## config.mk

```make
export PLATFORM = sky130hd
export DESIGN_NAME = shift_load_timer_flat
export DESIGN_NICKNAME = d
export VERILOG_FILES = /design/src/rtl/shift_load_timer_if.sv /design/src/rtl/shift_load_timer.sv /design/src/flat_wrapper.sv
export SDC_FILE = /design/constraint.sdc
export NUM_CORES = 1
export LEC_CHECK = 0
export BUFFER_PORTS_ARGS = -buffer_cell sky130_fd_sc_hd__buf_2
export CAP_MARGIN = 20
export CORE_MARGIN = 2
export CORE_UTILIZATION = 54
export DETAILED_ROUTE_END_ITERATION = 6
export GPL_TIMING_DRIVEN = 0
export MAX_ROUTING_LAYER = met4
export PLACE_DENSITY_LB_ADDON = 0.1
export SLEW_MARGIN = 20
export SYNTH_ARGS = -nofsm -noshare
export SYNTH_HDL_FRONTEND = slang
export SYNTH_SLANG_ARGS = --single-unit
```

## constraint.sdc

```tcl
create_clock -name clk -period 4.3 [get_ports clk]
set_input_delay 1.29 -clock clk [delete_from_list [all_inputs] [get_ports clk]]
set_output_delay 1.29 -clock clk [all_outputs]
set_load 0.02 [all_outputs]
```

## src/rtl/shift_load_timer_if.sv

```systemverilog
// Control/status bundle of the shift-load timer: load-sequence controls in,
// phase progress and completion status out.
interface shift_load_timer_if #(
    parameter int unsigned CNT_W = 5
);
    logic             start;
    logic             skip_mid;
    logic             shift_valid;
    logic             abort;
    logic             done_ack;
    logic             midstate_shifts_done;
    logic             remaining_shifts_done;
    logic             done;
    logic             busy;
    logic [1:0]       phase;
    logic [CNT_W-1:0] shift_count;
    logic             stray_err;

    modport master (
        output start, skip_mid, shift_valid, abort, done_ack,
        input  midstate_shifts_done, remaining_shifts_done, done, busy,
               phase, shift_count, stray_err
    );

    modport slave (
        input  start, skip_mid, shift_valid, abort, done_ack,
        output midstate_shifts_done, remaining_shifts_done, done, busy,
               phase, shift_count, stray_err
    );
endinterface

```

## src/rtl/shift_load_timer.sv

```systemverilog
// Counts accepted shifts through the midstate and remaining-data phases of a
// load sequence and flags completion; every output comes straight from a flop.
module shift_load_timer #(
    parameter int unsigned MID_LEN = 8,
    parameter int unsigned REM_LEN = 16,
    parameter int unsigned CNT_W   = 5
) (
    input  logic                 clk,
    input  logic                 n_rst,
    shift_load_timer_if.slave    bus
);
    localparam int unsigned CNT_MAX = (2 ** CNT_W) - 1;

    if (MID_LEN == 0 || MID_LEN > CNT_MAX) begin : g_bad_mid_len
        $error("shift_load_timer: MID_LEN must be in 1..2^CNT_W-1");
    end
    if (REM_LEN == 0 || REM_LEN > CNT_MAX) begin : g_bad_rem_len
        $error("shift_load_timer: REM_LEN must be in 1..2^CNT_W-1");
    end

    localparam logic [CNT_W-1:0] MID_LAST = CNT_W'(MID_LEN - 1);
    localparam logic [CNT_W-1:0] REM_LAST = CNT_W'(REM_LEN - 1);
    localparam logic [CNT_W-1:0] CNT_ONE  = CNT_W'(1);

    // State encoding doubles as the phase output code.
    typedef enum logic [1:0] {
        ST_IDLE = 2'b00,
        ST_MID  = 2'b01,
        ST_REM  = 2'b10,
        ST_DONE = 2'b11
    } state_e;

    state_e           state_q, state_d;
    logic [CNT_W-1:0] cnt_q, cnt_d;
    logic             stray_q, stray_d;
    logic             mid_pulse_q, mid_pulse_d;
    logic             rem_pulse_q, rem_pulse_d;
    logic             done_q, done_d;
    logic             busy_q, busy_d;

    // Next-state, counter, sticky stray flag and completion pulse decode.
    always_comb begin
        state_d     = state_q;
        cnt_d       = cnt_q;
        stray_d     = stray_q;
        mid_pulse_d = 1'b0;
        rem_pulse_d = 1'b0;
        if (bus.abort) begin
            state_d = ST_IDLE;
            cnt_d   = '0;
        end else begin
            case (state_q)
                ST_IDLE: begin
                    if (bus.start) begin
                        state_d = bus.skip_mid ? ST_REM : ST_MID;
                        cnt_d   = '0;
                        stray_d = 1'b0;
                    end else if (bus.shift_valid) begin
                        stray_d = 1'b1;
                    end else begin
                        stray_d = stray_q;
                    end
                end
                ST_MID: begin
                    if (bus.shift_valid && (cnt_q == MID_LAST)) begin
                        state_d     = ST_REM;
                        cnt_d       = '0;
                        mid_pulse_d = 1'b1;
                    end else if (bus.shift_valid) begin
                        cnt_d = cnt_q + CNT_ONE;
                    end else begin
                        cnt_d = cnt_q;
                    end
                end
                ST_REM: begin
                    if (bus.shift_valid && (cnt_q == REM_LAST)) begin
                        state_d     = ST_DONE;
                        cnt_d       = '0;
                        rem_pulse_d = 1'b1;
                    end else if (bus.shift_valid) begin
                        cnt_d = cnt_q + CNT_ONE;
                    end else begin
                        cnt_d = cnt_q;
                    end
                end
                ST_DONE: begin
                    // A shift arriving after completion is a stray word.
                    if (bus.shift_valid) begin
                        stray_d = 1'b1;
                    end else begin
                        stray_d = stray_q;
                    end
                    if (bus.done_ack) begin
                        state_d = ST_IDLE;
                    end else begin
                        state_d = ST_DONE;
                    end
                end
                default: begin
                    state_d = ST_IDLE;
                    cnt_d   = '0;
                end
            endcase
        end
        done_d = (state_d == ST_DONE);
        busy_d = (state_d == ST_MID) || (state_d == ST_REM);
    end

    // State and registered outputs, cleared asynchronously by reset.
    always_ff @(posedge clk or negedge n_rst) begin
        if (!n_rst) begin
            state_q     <= ST_IDLE;
            cnt_q       <= '0;
            stray_q     <= 1'b0;
            mid_pulse_q <= 1'b0;
            rem_pulse_q <= 1'b0;
            done_q      <= 1'b0;
            busy_q      <= 1'b0;
        end else begin
            state_q     <= state_d;
            cnt_q       <= cnt_d;
            stray_q     <= stray_d;
            mid_pulse_q <= mid_pulse_d;
            rem_pulse_q <= rem_pulse_d;
            done_q      <= done_d;
            busy_q      <= busy_d;
        end
    end

    assign bus.midstate_shifts_done  = mid_pulse_q;
    assign bus.remaining_shifts_done = rem_pulse_q;
    assign bus.done                  = done_q;
    assign bus.busy                  = busy_q;
    assign bus.phase                 = state_q;
    assign bus.shift_count           = cnt_q;
    assign bus.stray_err             = stray_q;

endmodule
```

## src/flat_wrapper.sv

```systemverilog
// flat-port wrapper written by rule: the top's interface ports become plain ports
module shift_load_timer_flat 
#(
    parameter int unsigned MID_LEN = 8,
    parameter int unsigned REM_LEN = 16,
    parameter int unsigned CNT_W   = 5
)
  (clk, n_rst, bus_start, bus_skip_mid, bus_shift_valid, bus_abort, bus_done_ack, bus_midstate_shifts_done, bus_remaining_shifts_done, bus_done, bus_busy, bus_phase, bus_shift_count, bus_stray_err);
  shift_load_timer_if #(.CNT_W(CNT_W)) bus_i ();
  input  logic clk;
  input  logic n_rst;
  input wire logic [$bits(bus_i.start)-1:0] bus_start;
  input wire logic [$bits(bus_i.skip_mid)-1:0] bus_skip_mid;
  input wire logic [$bits(bus_i.shift_valid)-1:0] bus_shift_valid;
  input wire logic [$bits(bus_i.abort)-1:0] bus_abort;
  input wire logic [$bits(bus_i.done_ack)-1:0] bus_done_ack;
  output wire logic [$bits(bus_i.midstate_shifts_done)-1:0] bus_midstate_shifts_done;
  output wire logic [$bits(bus_i.remaining_shifts_done)-1:0] bus_remaining_shifts_done;
  output wire logic [$bits(bus_i.done)-1:0] bus_done;
  output wire logic [$bits(bus_i.busy)-1:0] bus_busy;
  output wire logic [$bits(bus_i.phase)-1:0] bus_phase;
  output wire logic [$bits(bus_i.shift_count)-1:0] bus_shift_count;
  output wire logic [$bits(bus_i.stray_err)-1:0] bus_stray_err;
  assign bus_i.start = bus_start;
  assign bus_i.skip_mid = bus_skip_mid;
  assign bus_i.shift_valid = bus_shift_valid;
  assign bus_i.abort = bus_abort;
  assign bus_i.done_ack = bus_done_ack;
  assign bus_midstate_shifts_done = bus_i.midstate_shifts_done;
  assign bus_remaining_shifts_done = bus_i.remaining_shifts_done;
  assign bus_done = bus_i.done;
  assign bus_busy = bus_i.busy;
  assign bus_phase = bus_i.phase;
  assign bus_shift_count = bus_i.shift_count;
  assign bus_stray_err = bus_i.stray_err;
  shift_load_timer #(.MID_LEN(MID_LEN), .REM_LEN(REM_LEN), .CNT_W(CNT_W)) u_core (.clk(clk), .n_rst(n_rst), .bus(bus_i));
endmodule
```

# == Word-level counts from Yosys, hierarchy flattened ==
# Index checks and enable logic that the tools add are counted.
# totals
input_bits,7
register_bits,12
word_cells,48
# op_classes
bitwise_logic,1
n_mux,22
add_sub_neg,1
reduce_logical,8
eq_ne,9
# ops
op,n
2-to-1 mux 5 bit,5
one-hot mux 5 bit (3 select lines),1
2-to-1 mux 2 bit,6
"== test 2 bit, second input constant",4
2-to-1 mux 1 bit,8
one-hot mux 2 bit (4 select lines),1
"adder 5 x 1 -> 5 bit, second input constant",1
"== test 5 x 3 -> 1 bit, second input constant",1
"== test 5 x 4 -> 1 bit, second input constant",1
"== test 2 x 1 -> 1 bit, second input constant",2
AND reduction 2 bit,2
nonzero test 4 bit,1
"inequality test 3 bit, second input constant",1
logical AND 1 bit,2
zero test 2 bit,1
one-hot mux 1 bit (2 select lines),1
nonzero test 2 bit,1
logical OR 1 bit,1
inverter 1 bit,1

# == Logic depth before layout (Yosys ltp) ==
# depth
word_depth,7
depth_mapped,7
depth_no_buf,7

# == Least setup slack after synthesis ==
# Ideal clock, no wire load.
# synth_path
kind,input to register
from,in bus_done_ack
to,"reg u_core.busy_q, in the netlist u_core.bus.busy"
cell_stages,5
t_required_ns,4.174
setup_slack_ns,2.019
setup_time_ns,0.126
path_buffers,0
arrival_ns,2.155
cell_sequence,nor2b_1 a311o_1 a21oi_1 a221oi_1 ha_1
# synth_between
elab_chain_len,5
elab_cells_between_ends,6
cone_classes,eq/ne: 2; mux: 3; reduce/logical: 1
# synth_rtl
element,line,text
"start, declared",flat_wrapper.sv:16,input wire logic [$bits(bus_i.done_ack)-1:0] bus_done_ack;
2-to-1 mux 2 bit *,shift_load_timer.sv:93,if (bus.done_ack) begin
one-hot mux 2 bit (4 select lines) *,shift_load_timer.sv:52,case (state_q)
2-to-1 mux 2 bit *,shift_load_timer.sv:48,if (bus.abort) begin
net u_core.state_d[0],shift_load_timer.sv:33,"state_e state_q, state_d;"
== test 2 x 1 -> 1 bit or == test 2 bit (tied branches),shift_load_timer.sv:106,busy_d = (state_d == ST_MID) || (state_d == ST_REM);
logical OR 1 bit *,shift_load_timer.sv:106,
net u_core.busy_d,shift_load_timer.sv:39,"logic busy_q, busy_d;"
"end signal, assigned",shift_load_timer.sv:126,busy_q <= busy_d;
"end, declared",shift_load_timer.sv:39,
# The timed path passes the listed nets; every way through them passes the cells marked *.
# A chain may end at the register's enable or synchronous reset.

# == Final worst setup path ==
# layout_path
from,in bus_shift_valid
to,"reg u_core.busy_q, in the netlist u_core.bus.busy"
# layout_between
elab_chain_len,6
elab_cells_between_ends,9
cone_classes,eq/ne: 2; mux: 4; reduce/logical: 3
# layout_rtl
element,line,text
"start, declared",flat_wrapper.sv:14,input wire logic [$bits(bus_i.shift_valid)-1:0] bus_shift_valid;
logical AND 1 bit (on tied branches),"shift_load_timer.sv:76, shift_load_timer.sv:65",
2-to-1 mux 2 bit (on tied branches),"shift_load_timer.sv:76, shift_load_timer.sv:65",
one-hot mux 2 bit (4 select lines) *,shift_load_timer.sv:52,
2-to-1 mux 2 bit *,shift_load_timer.sv:48,
net u_core.state_d[0],shift_load_timer.sv:33,
== test 2 x 1 -> 1 bit or == test 2 bit (tied branches),shift_load_timer.sv:106,
logical OR 1 bit *,shift_load_timer.sv:106,
net u_core.busy_d,shift_load_timer.sv:39,
# Marked as above.

==> results.json <==
{
  "final-setup-viol-count": 0,
  "cap_violations": 0,
  "die_h_um": 41.0,
  "postCtsResizedCells": 0,
  "numCtsBuffers": 3,
  "ys_seq_elements": 12,
  "cts_setup_buffers": 0,
  "arrival_ns": 2.47,
  "die_x_um": 41.0,
  "syn_area_per_cell_um2": 11.4,
  "vias": 564,
  "drv_slew": 0,
  "first_pass_iters": 5,
  "h-tree-depth": 1,
  "rows": 13,
  "grt_overflow_total": 0,
  "finalCriticalPeriod_ns": 2.30,
  "crit_path_max_fanout": 7,
  "crit_type": "in -> reg",
  "gp_congestion": 0.775,
  "max_freq_mhz": 434,
  "start_kind": "input pin",
  "routedWlPerCell_um": 13.5,
  "synth_area_leaders": "dfrtp_1 (41%), ha_1 (12%), nor3b_4 (5.1%)",
  "port-buffer-count": 17,
  "nets": 101,
  "rsz0062_at_grt": "false",
  "fin_setup_tns_ns": 0,
  "yosysTopAreaCellShare_pct": 40.6,
  "grt_pass1_wl_um": 2200,
  "crit_required_ns": 4.46,
  "grt_pass1_vias": 526,
  "dp_hpwl_um": 1040,
  "grt_max_degree": 13,
  "path_cells": "buf_2 -> nand4_1 -> nand3_1 -> a221oi_1 -> ha_1",
  "core_mm2": 0.00128,
  "pre_cts_slack_ns": 1.69,
  "netlist_area_um2": 739,
  "drc": 0,
  "drt_wl_total_um": 1370,
  "vdd_drop_max_mv": 0.336,
  "antenna_found_initial": 0,
  "hp-start": "u_core.bus.stray_err",
  "grt_usage_pct": 21.6,
  "reg2reg_from": "u_core.bus.shift_count[0]",
  "end_kind": "register",
  "area_growth_pct": 19.0,
  "path_buf_inv": 1,
  "clk_pin_slew_ns": 0.08,
  "final_common_cell": "buf_2",
  "drive_gt1_share_pct": 34.9,
  "syn_nets": 79,
  "hold_buffers": 0,
  "syn_inst": 65,
  "hp-class": "reg -> reg",
  "slew_headroom_pct": 73.5,
  "power.density_mw_per_mm2": 611,
  "die-area_mm2": 0.00168,
  "layout_setup_ws_ns": 2.00,
  "seq_area_frac_synth_pct": 40.6,
  "drtAntennaViolNets": 0,
  "min_period_over_period_pct": 53.6,
  "critPathLaunch": "bus_shift_valid",
  "synth_cell_type_count": 29,
  "p_leak_nw": 0.418,
  "critPathTopFamily": "simple AND/OR/NAND/NOR gates",
  "slowest_stage": "a221oi_1",
  "cts-root-buf": "clkbuf_4",
  "cts.sinks": 12,
  "antenna_cells": 0,
  "yosysWarningCount": 0,
  "vias_per_cell": 5.58,
  "status": "finished, final reports clean",
  "fin_hold_ws_ns": 0.573,
  "cts.path.max_buffers": 2,
  "hold_violations": 0,
  "crit_path_max_incr_delay_ns": 0.36,
  "final_cell_mix": "buf_2 (17), dfrtp_1 (12), nor2_1 (7), ha_1 (7), inv_1 (4)",
  "worstSkewPairLatency_ns": 0.28,
  "io_pins": 19,
  "cts_tree": "done",
  "drtIter0Drc": 9,
  "start_util_pct": 57.5,
  "tightest_slew_ns": 0.397,
  "synth_top_area_cell": "dfrtp_1",
  "clock_skew_ns": 0.00153
}
## state kept, by name, indices dropped and copies added (netlist names)
signal / count
u_core.bus.midstate_shifts_done: 1
u_core.bus.stray_err: 1
u_core.bus.remaining_shifts_done: 1
u_core.bus.done: 1
u_core.bus.shift_count: 5
u_core.bus.phase: 2
u_core.bus.busy: 1
## metal layers
metal	GRT usage, %	share of wire (%)	vias to the layer above
met5	-	0	-
met4	12.5	0.59	0
met3	4.89	3.9	2
met2	32.8	47	13
met1	26.1	48	274
li1	-	-	275
## final timing paths
kind	slack [ns]	cells after the start	end
min in group asynchronous	0.87	1	u_core.bus.shift_count[3]
setup / recovery	2.00	5	u_core.bus.busy
hold / removal	0.57	2	u_core.bus.stray_err
hold reg to reg	0.57	2	u_core.bus.stray_err
setup reg to reg	2.33	7	u_core.bus.busy
max in group asynchronous	3.21	1	u_core.bus.phase[1]
## logic make-up (layout without fill, tap and decap cells)
| logic type | count (synthesis) | after routing | synth area share, % |
|---|---|---|---|
| compound gates | 11 | 11 | 14.0 |
| fa+ha+maj | 7 | 7 | 11.8 |
| mux | 1 | 1 | 1.35 |
| buf+inv | 5 | 26 | 3.55 |
| flops | 12 | 12 | 40.6 |
| xor+xnor | 3 | 3 | 3.55 |
| simple gates | 26 | 26 | 25.0 |
## cells in the mapped netlist, drive strengths merged
library cell / instances
buf: 1
nor2b: 2
a311o: 1
nand4: 2
nor4: 1
nand2b: 1
a31oi: 2
o21ai: 1
xnor2: 3
nor3: 2
a221oi: 1
or2: 1
mux2i: 1
ha: 7
a311oi: 1
nor3b: 4
nand3: 1
a21boi: 1
and3: 2
a211oi: 1
dfrtp: 12
nor2: 7
nand2: 3
o41a: 1
inv: 4
a21oi: 2
## metrics by stage
step,util [%],instance area (um^2),power (W),std cells
4_1_cts,68.5,880,0.000540,101
6_report,68.5,880,0.000537,101
5_1_grt,68.5,880,0.000577,101
3_3_place_gp,65.6,843,0.000445,97
2_1_floorplan,-,739,0.000381,65
3_5_place_dp,65.6,843,0.000448,97
## power by group
| part | total, W | switching (W) | internal, W |
|---|---|---|---|
| combinational | 0.000280 | 0.000162 | 0.000119 |
| clock | 0.0000916 | 0.0000400 | 0.0000515 |
| sequential | 0.000165 | 0.0000251 | 0.000140 |
| total | 0.000537 | 0.000227 | 0.000310 |
## final cells by class
cell class	count	area (um^2)
multi-input combinational	48	413
inverter	4	15.0
tap	15	18.8
fill	96	405
sequential	12	300
timing repair buffer	17	85.1
clock buffer	4	36.3
buffer	1	11.3
## worst min-delay path, stage by stage, from the launching register on
cell,delay [ns]
dfrtp_1,0.36
a21oi_1,0.04
a31oi_1,0.13
Power figures use the tool's default switching activity.
